**config.mk**
```make
export PLATFORM = sky130hd
export DESIGN_NAME = alu_pipe_flat
export DESIGN_NICKNAME = d
export VERILOG_FILES = /design/src/rtl/alu_pipe_if.sv /design/src/rtl/alu_pipe.sv /design/src/flat_wrapper.sv
export SDC_FILE = /design/constraint.sdc
export NUM_CORES = 1
export LEC_CHECK = 0
export ABC_AREA = 1
export BUFFER_PORTS_ARGS = -buffer_cell sky130_fd_sc_hd__buf_2
export CAP_MARGIN = 10
export CORE_MARGIN = 10
export CORE_UTILIZATION = 40
export CTS_BUF_LIST = sky130_fd_sc_hd__clkbuf_4
export CTS_CLUSTER_SIZE = 14
export DETAILED_ROUTE_END_ITERATION = 8
export PLACE_DENSITY = 0.64
export SLEW_MARGIN = 20
export SYNTH_ARGS = -nofsm -noshare
export SYNTH_HDL_FRONTEND = slang
export SYNTH_SLANG_ARGS = --single-unit
```
**constraint.sdc**
```tcl
create_clock -name clk -period 2 [get_ports clk]
set_input_delay 0 -clock clk [delete_from_list [all_inputs] [get_ports clk]]
set_output_delay 0 -clock clk [all_outputs]
set_load 0.01 [all_outputs]
```
**src/rtl/alu_pipe_if.sv**
```systemverilog
// Operand/result bus for alu_pipe.
//
// Handshake: each direction is a valid/ready pair. A word moves on a rising
// clock edge where valid and ready are both high. The producer keeps valid and
// its data stable until that edge; ready may depend combinationally on the
// consumer's state but never on valid of the same channel. Input channel:
// in_valid/in_ready with dato1/dato2/op_code. Output channel: out_valid/out_ready
// with salida and the flags.
interface alu_pipe_if #(
    parameter int NB_DATA = 8,
    parameter int NB_CODE = 6
);
    logic               in_valid;
    logic               in_ready;
    logic [NB_DATA-1:0] dato1;
    logic [NB_DATA-1:0] dato2;
    logic [NB_CODE-1:0] op_code;
    logic               out_valid;
    logic               out_ready;
    logic [NB_DATA-1:0] salida;
    logic               flag_z;
    logic               flag_n;
    logic               flag_c;
    logic               flag_v;
    logic               flag_err;

    modport master (
        output in_valid, dato1, dato2, op_code, out_ready,
        input  in_ready, out_valid, salida, flag_z, flag_n, flag_c, flag_v, flag_err
    );

    modport slave (
        input  in_valid, dato1, dato2, op_code, out_ready,
        output in_ready, out_valid, salida, flag_z, flag_n, flag_c, flag_v, flag_err
    );
endinterface

```
**src/rtl/alu_pipe.sv**
```systemverilog
// Two-stage pipelined ALU with valid/ready back-pressure and a counter of
// results taken by the consumer. S1 holds the operands, S2 holds result+flags.
module alu_pipe #(
    parameter int NB_DATA  = 8,
    parameter int NB_CODE  = 6,
    parameter int NB_COUNT = 16
) (
    input  logic                clk,
    input  logic                rst_n,
    alu_pipe_if.slave           bus,
    output logic [NB_COUNT-1:0] op_count
);
    localparam int MSB = NB_DATA - 1;
    localparam logic [NB_CODE-1:0] OP_ADD = NB_CODE'(6'b100000);
    localparam logic [NB_CODE-1:0] OP_SUB = NB_CODE'(6'b100010);
    localparam logic [NB_CODE-1:0] OP_AND = NB_CODE'(6'b100100);
    localparam logic [NB_CODE-1:0] OP_OR  = NB_CODE'(6'b100101);
    localparam logic [NB_CODE-1:0] OP_XOR = NB_CODE'(6'b100110);
    localparam logic [NB_CODE-1:0] OP_NOR = NB_CODE'(6'b100111);
    localparam logic [NB_CODE-1:0] OP_SRL = NB_CODE'(6'b000010);
    localparam logic [NB_CODE-1:0] OP_SRA = NB_CODE'(6'b000011);
    localparam logic [NB_CODE-1:0] OP_SLL = NB_CODE'(6'b000000);
    localparam logic [NB_DATA-1:0] SHIFT_LIM = NB_DATA'(NB_DATA);

    // Stage 1: operand registers
    logic               s1_valid_q;
    logic [NB_DATA-1:0] a_q, b_q;
    logic [NB_CODE-1:0] code_q;

    // Stage 2: result registers
    logic               out_valid_q;
    logic [NB_DATA-1:0] salida_q;
    logic               z_q, n_q, c_q, v_q, err_q;
    logic [NB_COUNT-1:0] count_q;

    // Combinational next values
    logic [NB_DATA-1:0] salida_d;
    logic               z_d, n_d, c_d, v_d, err_d;
    logic [NB_DATA:0]   add_full, sub_full;
    logic               shift_big;
    logic               s1_en, s2_en;

    // S2 may load when empty or when its result leaves this cycle; S1 likewise
    // when empty or when it can hand its contents to S2.
    assign s2_en     = !out_valid_q || bus.out_ready;
    assign s1_en     = !s1_valid_q || s2_en;
    assign add_full  = {1'b0, a_q} + {1'b0, b_q};
    assign sub_full  = {1'b0, a_q} - {1'b0, b_q};
    assign shift_big = (b_q >= SHIFT_LIM);

    // S1: capture operands on an input transfer, drain when S2 takes them
    always_ff @(posedge clk) begin
        if (!rst_n) begin
            s1_valid_q <= 1'b0;
            a_q        <= '0;
            b_q        <= '0;
            code_q     <= '0;
        end else if (s1_en) begin
            s1_valid_q <= bus.in_valid;
            if (bus.in_valid) begin
                a_q    <= bus.dato1;
                b_q    <= bus.dato2;
                code_q <= bus.op_code;
            end
        end
    end

    // ALU: result and flags of the operation held in S1
    always_comb begin
        salida_d = '0;
        c_d      = 1'b0;
        v_d      = 1'b0;
        err_d    = 1'b0;
        case (code_q)
            OP_ADD: begin
                salida_d = add_full[MSB:0];
                c_d      = add_full[NB_DATA];
                v_d      = (a_q[MSB] == b_q[MSB]) && (add_full[MSB] != a_q[MSB]);
            end
            OP_SUB: begin
                salida_d = sub_full[MSB:0];
                c_d      = sub_full[NB_DATA];
                v_d      = (a_q[MSB] != b_q[MSB]) && (sub_full[MSB] != a_q[MSB]);
            end
            OP_AND:  salida_d = a_q & b_q;
            OP_OR:   salida_d = a_q | b_q;
            OP_XOR:  salida_d = a_q ^ b_q;
            OP_NOR:  salida_d = ~(a_q | b_q);
            OP_SRL:  salida_d = shift_big ? '0 : (a_q >> b_q);
            OP_SRA:  salida_d = shift_big ? {NB_DATA{a_q[MSB]}}
                                          : NB_DATA'($signed(a_q) >>> b_q);
            OP_SLL:  salida_d = shift_big ? '0 : (a_q << b_q);
            default: err_d = 1'b1;
        endcase
        z_d = (salida_d == '0);
        n_d = salida_d[MSB];
    end

    // S2: register result when S1 advances; hold while the consumer stalls
    always_ff @(posedge clk) begin
        if (!rst_n) begin
            out_valid_q <= 1'b0;
            salida_q    <= '0;
            z_q         <= 1'b0;
            n_q         <= 1'b0;
            c_q         <= 1'b0;
            v_q         <= 1'b0;
            err_q       <= 1'b0;
        end else if (s2_en) begin
            out_valid_q <= s1_valid_q;
            if (s1_valid_q) begin
                salida_q <= salida_d;
                z_q      <= z_d;
                n_q      <= n_d;
                c_q      <= c_d;
                v_q      <= v_d;
                err_q    <= err_d;
            end
        end
    end

    // Completed-operation counter, wraps naturally
    always_ff @(posedge clk) begin
        if (!rst_n) begin
            count_q <= '0;
        end else if (out_valid_q && bus.out_ready) begin
            count_q <= count_q + NB_COUNT'(1);
        end
    end

    assign bus.in_ready  = s1_en;
    assign bus.out_valid = out_valid_q;
    assign bus.salida    = salida_q;
    assign bus.flag_z    = z_q;
    assign bus.flag_n    = n_q;
    assign bus.flag_c    = c_q;
    assign bus.flag_v    = v_q;
    assign bus.flag_err  = err_q;
    assign op_count      = count_q;
endmodule

```
**src/flat_wrapper.sv**
```systemverilog
// flat-port wrapper written by rule: the top's interface ports become plain ports
module alu_pipe_flat 
#(
    parameter int NB_DATA  = 8,
    parameter int NB_CODE  = 6,
    parameter int NB_COUNT = 16
)
  (clk, rst_n, op_count, bus_in_valid, bus_dato1, bus_dato2, bus_op_code, bus_out_ready, bus_in_ready, bus_out_valid, bus_salida, bus_flag_z, bus_flag_n, bus_flag_c, bus_flag_v, bus_flag_err);
  alu_pipe_if #(.NB_DATA(NB_DATA), .NB_CODE(NB_CODE)) bus_i ();
  input  logic clk;
  input  logic rst_n;
  output logic [NB_COUNT-1:0] op_count;
  input wire logic [$bits(bus_i.in_valid)-1:0] bus_in_valid;
  input wire logic [$bits(bus_i.dato1)-1:0] bus_dato1;
  input wire logic [$bits(bus_i.dato2)-1:0] bus_dato2;
  input wire logic [$bits(bus_i.op_code)-1:0] bus_op_code;
  input wire logic [$bits(bus_i.out_ready)-1:0] bus_out_ready;
  output wire logic [$bits(bus_i.in_ready)-1:0] bus_in_ready;
  output wire logic [$bits(bus_i.out_valid)-1:0] bus_out_valid;
  output wire logic [$bits(bus_i.salida)-1:0] bus_salida;
  output wire logic [$bits(bus_i.flag_z)-1:0] bus_flag_z;
  output wire logic [$bits(bus_i.flag_n)-1:0] bus_flag_n;
  output wire logic [$bits(bus_i.flag_c)-1:0] bus_flag_c;
  output wire logic [$bits(bus_i.flag_v)-1:0] bus_flag_v;
  output wire logic [$bits(bus_i.flag_err)-1:0] bus_flag_err;
  assign bus_i.in_valid = bus_in_valid;
  assign bus_i.dato1 = bus_dato1;
  assign bus_i.dato2 = bus_dato2;
  assign bus_i.op_code = bus_op_code;
  assign bus_i.out_ready = bus_out_ready;
  assign bus_in_ready = bus_i.in_ready;
  assign bus_out_valid = bus_i.out_valid;
  assign bus_salida = bus_i.salida;
  assign bus_flag_z = bus_i.flag_z;
  assign bus_flag_n = bus_i.flag_n;
  assign bus_flag_c = bus_i.flag_c;
  assign bus_flag_v = bus_i.flag_v;
  assign bus_flag_err = bus_i.flag_err;
  alu_pipe #(.NB_DATA(NB_DATA), .NB_CODE(NB_CODE), .NB_COUNT(NB_COUNT)) u_core (.clk(clk), .rst_n(rst_n), .bus(bus_i), .op_count(op_count));
endmodule
```
==> results_dict.tcl, run 1 <==
set metrics [dict create \
    grt_overflow 0 \
    worstSetupEndpointType "flip-flop" \
    timing.rr.start "u_core.a_q[0]" \
    path_depth 16 \
    viasPerCell 5.073 \
    core_um2 10230 \
    grt_first_pass_wirelength_um 22470 \
    dr.pass1.iters 4 \
    drc 0 \
    cp_max_fo 3 \
    finalHoldViolations 0 \
    root_buffer "clkbuf_4" \
    worstSetupStartpoint "u_core.a_q[0]" \
    criticalPathCategory "flip-flop to flip-flop" \
    rr_worst_depth 16 \
    crit_end "u_core.bus.flag_z" \
    dieArea_um2 14890 \
    slew_violations 0 \
    p_leak_nw 2.730 \
    maxCapViolCount 0 \
    numCtsBuffers 5 \
    cts_htree_levels 2 \
    diodes 0 \
    netlist_top_cells_area "dfxtp_1, nand2_1, nand3_1, ha_1, a21oi_1" \
    finalSetupViolCount 1 \
    status "finished, violations left" \
    violations "setup timing" \
    power_mw 2.809 \
    dp_cells 888 \
    initial_core_util_pct 40.69 \
    skew_ps 13.11 \
    p_switching_mw 1.049 \
    io_pins 57 \
    wirelength_um 13970 \
    postSynthRegisterBits 52 \
    slowest_stage "dfxtp_4" \
    tightest_slew_ps 402.5 \
    synth_edf_count 0 \
    r2r_slack_ps -80 \
    async_reset_ff_share_pct 0 \
    p_seq_share_pct 40.5 \
    ant_nets 0 \
    hold_slack_ps 47.04 \
    pre_cts_slack_ps -174.5 \
    synthesis.nets 706 \
    min_path_type "primary input to flip-flop" \
    die_y_um 122.0 \
    grt_antenna_before_repair 0 \
    seq_area_frac_synth_pct 25.01 \
    final_cells 931 \
    avgSynthCellArea_um2 6.375 \
    routed-via-count 4723 \
    netSwitchingFraction_pct 37.33 \
    post-route-util_pct 55.41 \
    timing.rr.end "u_core.bus.flag_z" \
    fin_nets 847 \
    path_delay_family "simple AND/OR/NAND/NOR gates" \
    gp_congestion 0.9390 \
    fmax_mhz 480.9 \
    wl_per_cell_um 15.01 \
    relSlewSlack_pct 72.88 \
    hpwl_um 10920 \
    cts_sinks 52 \
    internal_power_mw 1.761 \
    numPortBuffers 56 \
    min_period_over_period_pct 104.0 \
    grt_pass1_vias 4551 \
    cp.arrival_ps 2390 \
    min_period_ps 2080 \
    synth_area_um2 4163 \
    crit_chain "inv_4 > ha_4 > fa_2 > inv_2 > nand3_2 > nand2_1 > nand2_1 > nand3_2 > nand3_2 > nor2_1 > nand3_1 > nor2_1 > nand2_1 > nor2_1 > nand3_1 > a21oi_2" \
    cts_tree "done" \
    yosysTopAreaCell "dfxtp_1" \
    comb_power_share_pct 41.3 \
    synth_top_area_share_pct 25.01 \
    clkPwrFrac_pct 18.2 \
    start_kind "flip-flop" \
    gr-usage-all-layers_pct 18.62 \
    critPathBufInv 2 \
    layout-drive-gt1-share_pct 31.07 \
    synthCells 653 \
    drtIter0Drc 368 \
    vdd_ir_drop_max_uv 354.2 \
    yosysWarnings 0 \
    grt_max_degree 46 \
    cts_max_path_buffers 2 \
    cpPeakStageDelay_ps 410 \
    power.density_nw_per_um2 495.5 \
    rsz0062_at_grt "yes" \
    clk-insertion-delay-late_ps 380 \
    synthTopCellsByCount "nand2_1, nand3_1, inv_1" \
    required_ps 2310 \
    clkTransAtPathRegs_ps 160 \
    synthFlopType "dfxtp_1" \
    yosysMostFrequentCell "nand2_1" \
    area_delta_synth_final_pct 36.19 \
    chipWidth_um 122.0 \
    synth_cell_types 42 \
    setup_ws_ps -79.61 \
    rows 37 \
]
## power by group through the flow
stage | sequential, mW | clock, mW | combinational, mW
finish | 1.14 | 0.511 | 1.16
global route | 1.15 | 0.564 | 1.27
CTS | 1.14 | 0.535 | 1.05
detailed placement | 1.16 | 0 | 0.971
global placement | 1.15 | 0 | 0.970
floorplan | 1.17 | 0 | 0.591
## per-stage QoR
step           TNS, ps  area (um^2)
2_1_floorplan        0         4210
3_3_place_gp    -202.9         5031
3_5_place_dp    -456.8         5031
4_1_cts         -130.6         5414
5_1_grt         -757.9         5669
6_report        -79.61         5669
## cell type report
type	instances	area (um^2)
inverters	80	310.3
repair buffers	157	1160
fillers	1035	4562
clock inverters	2	13.76
flip-flops and latches	52	1066
multi-input cells	498	2904
well taps	136	170.2
clock buffers	6	45.04
## worst min path at each step
| stage | depth (start not counted) | start | slack [ps] | end |
|---|---|---|---|---|
| 2_1_floorplan | 2 | rst_n | 140 | u_core.a_q[0] |
| 3_3_place_gp | 3 | bus_op_code[3] | 280 | u_core.code_q[3] |
| 3_5_place_dp | 3 | bus_dato1[5] | 290 | u_core.a_q[5] |
| 4_1_cts | 3 | rst_n | 30 | u_core.code_q[4] |
| 5_1_grt | 3 | rst_n | 50 | u_core.code_q[4] |
| 6_report | 3 | rst_n | 50 | u_core.b_q[6] |
## routing by layer
metal	vias to the layer above	wire length, um	GRT usage, %
met5	-	0	0
met4	0	272	5.738
met3	17	534	2.775
met2	93	6762	31.09
met1	2188	6400	24.11
li1	2425	-	-
## cell usage in the layout (no fill, tap or decap), drive strengths merged
cell,n
xor2,2
o211ai,5
clkinv,3
nor3,7
a221oi,1
o21ai,57
o21bai,2
inv,79
nor3b,1
nor2,80
ha,25
dfxtp,52
nand3b,2
clkbuf,6
or2,4
dlygate4sd3,23
nand4,20
nand2,155
o21a,1
a21oi,56
a21boi,1
and3,2
nand3,74
fa,2
o2111ai,1
buf,134
## logic make-up after synthesis
| kind of cell | count (synthesis) | synth area share [%] |
|---|---|---|
| buffers and inverters | 103 | 10.55 |
| xor gates and xnor gates | 2 | 0.4209 |
| DFF | 52 | 25.01 |
| adders and majority gates | 27 | 8.476 |
| AOI/OAI and AO/OA | 124 | 16.23 |
| and+or+nand+nor | 345 | 39.31 |
## worst reg2reg max path, cell delays in order, from the launching register on
cell and delay [ps]:
dfxtp_4 410, inv_4 40, ha_4 150, fa_2 340, inv_2 80, nand3_2 60
nand2_1 70, nand2_1 60, nand3_2 60, nand3_2 90, nor2_1 110, nand3_1 90
nor2_1 90, nand2_1 60, nor2_1 90, nand3_1 90, a21oi_2 110
## what timing repair did
item | CTS | global route
gates resized for setup | 23 | 56
pin swaps | 8 | 29
hold buffers | 23 | 0
setup endpoints to repair | 9 | 12
setup buffers | 1 | 12
hold endpoints to repair | 26 | 0
## state kept, by name (all words and copies together), names as in the netlist
| name | count |
|---|---|
| u_core.a_q | 8 |
| u_core.b_q | 8 |
| u_core.bus.flag_c | 1 |
| u_core.bus.flag_err | 1 |
| u_core.bus.flag_n | 1 |
| u_core.bus.flag_v | 1 |
| u_core.bus.flag_z | 1 |
| u_core.bus.out_valid | 1 |
| u_core.bus.salida | 7 |
| u_core.code_q | 6 |
| u_core.op_count | 16 |
| u_core.s1_valid_q | 1 |
Power figures use the tool's default switching activity.
==> inputs of run 2 (changes only) <==
--- a/config.mk
+++ b/config.mk
@@ -10,11 +10,12 @@
 export CAP_MARGIN = 10
 export CORE_MARGIN = 10
 export CORE_UTILIZATION = 40
-export CTS_BUF_LIST = sky130_fd_sc_hd__clkbuf_4
+export CTS_BUF_LIST = sky130_fd_sc_hd__clkbuf_4 sky130_fd_sc_hd__clkbuf_8 sky130_fd_sc_hd__clkbuf_16
 export CTS_CLUSTER_SIZE = 14
 export DETAILED_ROUTE_END_ITERATION = 8
-export PLACE_DENSITY = 0.64
+export PLACE_DENSITY = 0.62
 export SLEW_MARGIN = 20
 export SYNTH_ARGS = -nofsm -noshare
 export SYNTH_HDL_FRONTEND = slang
 export SYNTH_SLANG_ARGS = --single-unit
+export TNS_END_PERCENT = 30
==> constraint.sdc (replaced) <==
create_clock -name clk -period 2.4 [get_ports clk]
set_input_delay 0 -clock clk [delete_from_list [all_inputs] [get_ports clk]]
set_output_delay 0 -clock clk [all_outputs]
set_load 0.01 [all_outputs]
==> run 2 against run 1 <==
Net effect: the run ends with hold timing left; final area is 9.3% lower; die area stayed put; first-iteration DRC count is 7.1% higher; core utilization is 5.2 points lower; fmax is 6.8% lower; flip-flop and latch count stayed put; non-clock buffer count is 40 lower; final cell count is 4.3% lower; clock skew is 1.7 ps lower; highest routed layer unchanged.
==> results_dict.tcl, run 2 (synthesis results as in run 1) <==
set metrics [dict create \
    start_kind "flip-flop" \
    diodes 0 \
    cts_max_path_buffers 2 \
    tightest_slew_ps 433.0 \
    multi_input_area_um2 2718 \
    rr_worst_depth 16 \
    routed-via-count 4489 \
    die_y_um 122.0 \
    wirelength_um 13220 \
    skew_ps 11.37 \
    dp_cells 863 \
    numPortBuffers 56 \
    cts_sinks 52 \
    worstSetupEndpointType "flip-flop" \
    power_mw 2.387 \
    cts_setup_buffers 0 \
    cp_max_fo 4 \
    criticalPathCategory "flip-flop to flip-flop" \
    grt_first_pass_wirelength_um 21350 \
    chipWidth_um 122.0 \
    grt_overflow 0 \
    io_pins 57 \
    cts_tree "done" \
    tns_ps 0 \
    timing.rr.start "u_core.a_q[0]" \
    final_cells 891 \
    power.density_nw_per_um2 464.3 \
    fmax_mhz 448.3 \
    fin_nets 807 \
    hpwl_um 10720 \
    nFillCells 1055 \
    viasPerCell 5.038 \
    numCtsBuffers 5 \
    final_common_cell "nand2_1" \
    hold_end "u_core.code_q[0]" \
    grt_pass1_vias 4245 \
    drtIter0Drc 394 \
    root_buffer "clkbuf_8" \
    p_leak_nw 2.513 \
    relSlewSlack_pct 71.10 \
    dieArea_um2 14890 \
    cp.arrival_ps 2480 \
    hp-start "bus_op_code[0]" \
    largest_reg_flops 16 \
    finalSetupViolCount 0 \
    timing.rr.end "u_core.bus.flag_z" \
    post-route-util_pct 50.25 \
    hold_slack_ps -5.450 \
    cts_htree_levels 2 \
    vdd_ir_drop_max_uv 268.3 \
    area_delta_synth_final_pct 23.50 \
    slew_violations 0 \
    drc 0 \
    dr.pass1.iters 5 \
    rsz0062_at_grt "no" \
    ant_nets 0 \
    min_period_ps 2231 \
    clk-insertion-delay-late_ps 320 \
    layout_common_cells "nand2_1, nand3_1, inv_1, nor2_1, buf_2" \
    holdPathStages 3 \
    layout-drive-gt1-share_pct 21.99 \
    rows 37 \
    seq_area_um2 1047 \
    status "finished, violations left" \
    required_ps 2650 \
    violations "hold timing" \
    r2r_slack_ps 170 \
    grt_antenna_before_repair 0 \
    gr-usage-all-layers_pct 17.69 \
    initial_core_util_pct 40.69 \
    clkTransAtPathRegs_ps 100 \
    finalHoldViolations 1 \
    maxCapViolCount 0 \
    gp_congestion 0.9745 \
    grt_max_degree 46 \
    min_path_type "primary input to flip-flop" \
    min_period_over_period_pct 92.94 \
    core_um2 10230 \
    wl_per_cell_um 14.84 \
]
[run 2: layout make-up]
type                       count  area share (%)
inverter                      80           5.890
multi-input combinational    498           52.86
sequential                    52           20.37
tap                          136           3.310
clock buffer                   5           1.339
timing repair buffer         117           15.33
clock inverter                 3          0.9005
[run 2: worst max path at each step]
stage | from | endpoint | slack [ps]
floorplan | u_core.b_q[1] | u_core.bus.flag_z | 180
global placement | u_core.a_q[0] | u_core.bus.flag_z | 90
detailed placement | u_core.a_q[0] | u_core.bus.flag_z | 50
CTS | u_core.a_q[0] | u_core.bus.flag_z | 20
global route | u_core.a_q[0] | u_core.bus.flag_z | 0.06
finish | u_core.a_q[0] | u_core.bus.flag_z | 170
[run 2: stage by stage]
stage,area [um^2],worst slack [ps]
2_1_floorplan,4163,180.4
4_1_cts,5100,17.52
3_5_place_dp,4785,53.65
3_3_place_gp,4785,94.57
5_1_grt,5141,0.06262
6_report,5141,169.5
[run 2: power breakdown]
group | internal, mW | leakage, nW | switching, mW
combinational | 0.309 | 2.02 | 0.483
sequential | 0.908 | 0.428 | 0.0336
clock | 0.317 | 0.0600 | 0.337
[run 2: critical path: stages (launching register included)]
cell and delay (ps):
dfxtp_4 380, inv_1 70, ha_2 210, fa_2 350
inv_2 80, nand3_1 90, nand2_1 80, nand2_1 40
nand3_1 70, nand3_2 100, nor2_1 130, nand3_1 100
nor2_1 110, nand2_1 50, nor2_1 80, nand3_1 90
a21oi_2 120
[run 2: routing by layer]
metal / GRT usage, % / vias up / wire length [um] / part of all wire (%)
met3: 2.683 / 29 / 705 / 5.3
li1: - / 2349 / - / -
met5: 0 / - / 0 / 0
met1: 23.28 / 1989 / 6081 / 46
met4: 6.483 / 0 / 358 / 2.7
met2: 28.57 / 122 / 6075 / 46
[run 2: timing repair]
item,CTS,global route
endpoints found under the hold margin,20,0
hold buffers,20,0
endpoints found under the setup margin,0,4
gates resized for setup,0,15
==> inputs of run 3 (changes only) <==
--- a/config.mk
+++ b/config.mk
@@ -5,7 +5,6 @@
 export SDC_FILE = /design/constraint.sdc
 export NUM_CORES = 1
 export LEC_CHECK = 0
-export ABC_AREA = 1
 export BUFFER_PORTS_ARGS = -buffer_cell sky130_fd_sc_hd__buf_2
 export CAP_MARGIN = 10
 export CORE_MARGIN = 10
@@ -14,6 +13,7 @@
 export CTS_CLUSTER_SIZE = 14
 export DETAILED_ROUTE_END_ITERATION = 8
 export PLACE_DENSITY = 0.62
+export RECOVER_POWER = 50
 export SLEW_MARGIN = 20
 export SYNTH_ARGS = -nofsm -noshare
 export SYNTH_HDL_FRONTEND = slang
==> run 3 against run 2 <==
Net effect: core utilization rose by 4.1 points; synthesized cell count fell by 23%; critical path type unchanged; non-clock buffer count increased by 36; the flow now finishes without violations.
==> results_dict.tcl, run 3 <==
set metrics [dict create \
    io_pins 57 \
    rsz0062_at_grt "yes" \
    die_y_um 120.2 \
    vdd_ir_drop_max_uv 254.6 \
    design_area_um2 5315 \
    chipWidth_um 120.2 \
    numPortBuffers 56 \
    min_period_over_period_pct 99.16 \
    wirelength_um 13120 \
    postSynthRegisterBits 52 \
    min_path_type "primary input to flip-flop" \
    synth_edf_count 0 \
    numCtsBuffers 5 \
    synthCells 503 \
    yosysWarnings 0 \
    yosysTopAreaCell "dfxtp_1" \
    slew_violations 0 \
    synthFlopType "dfxtp_1" \
    required_ps 2650 \
    core_um2 9774 \
    p_leak_nw 2.125 \
    min_period_ps 2380 \
    gp_congestion 0.9913 \
    seq_area_frac_synth_pct 25.94 \
    synthTopCellsByCount "nand2_1, dfxtp_1, a21oi_1" \
    pre_cts_slack_ps -141.7 \
    fmax_mhz 420.2 \
    status "finished, final reports clean" \
    synth_top_area_share_pct 25.94 \
    drc 0 \
    finalSetupViolCount 0 \
    cts_htree_levels 2 \
    grt_overflow 0 \
    grt_antenna_before_repair 0 \
    clkTransAtPathRegs_ps 120 \
    async_reset_ff_share_pct 0 \
    synthesis.nets 556 \
    gr-usage-all-layers_pct 17.55 \
    final_common_cell "nand2_1" \
    yosysMostFrequentCell "nand2_1" \
    start_kind "flip-flop" \
    skew_ps 17.94 \
    drtIter0Drc 246 \
    fin_nets 683 \
    placed_area_um2 4796 \
    largest_reg_flops 16 \
    ant_nets 0 \
    root_buffer "clkbuf_8" \
    setup_ws_ps 20.28 \
    grt_pass1_vias 4053 \
    diodes 0 \
    area_delta_synth_final_pct 32.46 \
    criticalPathCategory "flip-flop to flip-flop" \
    grt_max_degree 44 \
    routed-via-count 4133 \
    hpwl_um 10150 \
    tightest_slew_ps 859.3 \
    rows 36 \
    wl_per_cell_um 17.17 \
    tns_ps 0 \
    netlist_top_cells_area "dfxtp_1, ha_1, nand2_1, a21oi_1, mux2i_1" \
    cts_sinks 52 \
    avgSynthCellArea_um2 7.977 \
    power_mw 2.267 \
    cp_max_fo 4 \
    maxCapViolCount 0 \
    layout-drive-gt1-share_pct 25.36 \
    cts_max_path_buffers 2 \
    power.density_nw_per_um2 426.5 \
    relSlewSlack_pct 42.71 \
    cp.arrival_ps 2630 \
    synth_cell_types 73 \
    cts_tree "done" \
    grt_first_pass_wirelength_um 20880 \
    worstSetupEndpointType "flip-flop" \
    layout_common_cells "nand2_1, buf_4, dfxtp_1, a21oi_1, nor2_1" \
    post-route-util_pct 54.38 \
    clk-insertion-delay-late_ps 330 \
    viasPerCell 5.410 \
    finalHoldViolations 0 \
    dieArea_um2 14440 \
    synth_area_um2 4013 \
    dr.pass1.iters 5 \
    initial_core_util_pct 41.05 \
]
==> run 3: timing repair <==
| item | in CTS | in global routing |
|---|---|---|
| pin swaps | 6 | 10 |
| setup endpoints to repair | 2 | 5 |
| setup buffers | 1 | 9 |
| hold buffers | 24 | 0 |
| hold endpoints to repair | 24 | 0 |
| resized for setup | 14 | 24 |
==> run 3: critical path: stages (launching register included) <==
cell and delay, ps:
dfxtp_4 420, inv_4 60, ha_4 220, a21o_1 190
a211o_1 250, o21a_1 130, xnor2_2 140, a222oi_1 350
buf_4 200, nand4_1 120, o31ai_2 230
==> run 3: worst paths after layout <==
kind / slack (ps) / startpoint / endpoint / depth (start not counted)
hold / removal: 6 / bus_out_ready / u_core.bus.out_valid / 4
hold reg to reg: 490 / u_core.a_q[1] / u_core.a_q[1] / 2
setup / recovery: 20 / u_core.b_q[1] / u_core.bus.flag_z / 10
setup reg to reg: 20 / u_core.b_q[1] / u_core.bus.flag_z / 10
==> run 3: power by group <==
part | internal, mW | leakage [nW] | switching [mW]
sequential | 0.900 | 0.428 | 0.0383
combinational | 0.367 | 1.65 | 0.403
clock | 0.215 | 0.0463 | 0.344
total | 1.48 | 2.12 | 0.785
==> run 3: logic make-up after synthesis <==
family,count (synthesis),synth area share (%)
buffers and inverters,60,6.735
adder cells (fa/ha/maj),27,8.793
XOR/XNOR,30,6.548
multiplexers,28,8.980
flip-flops,52,25.94
AND/OR/NAND/NOR,187,23.60
AO/OA/AOI/OAI,119,19.40
==> run 3: area by class of cell <==
| cell class | instances | area (um^2) |
|---|---|---|
| inverter | 27 | 108.9 |
| timing repair buffer | 153 | 1087 |
| tap | 133 | 166.4 |
| multi-input combinational | 391 | 2804 |
| clock buffer | 5 | 68.82 |
| clock inverter | 3 | 27.53 |
| sequential | 52 | 1052 |
| fill | 951 | 4459 |
==> run 3: metal layers <==
layer	share of wire, %	track usage, %
met5	0	0
met4	1.8	5.958
met3	5.4	1.969
met2	48	29.47
met1	45	22.78
==> run 3: metrics by stage <==
step                      std cells  hold WS, ps
after floorplan                 503        117.4
after global placement          722        225.9
after detailed placement        722        244.0
after CTS                       755        4.422
after global routing            764        28.84
final                           764        6.124
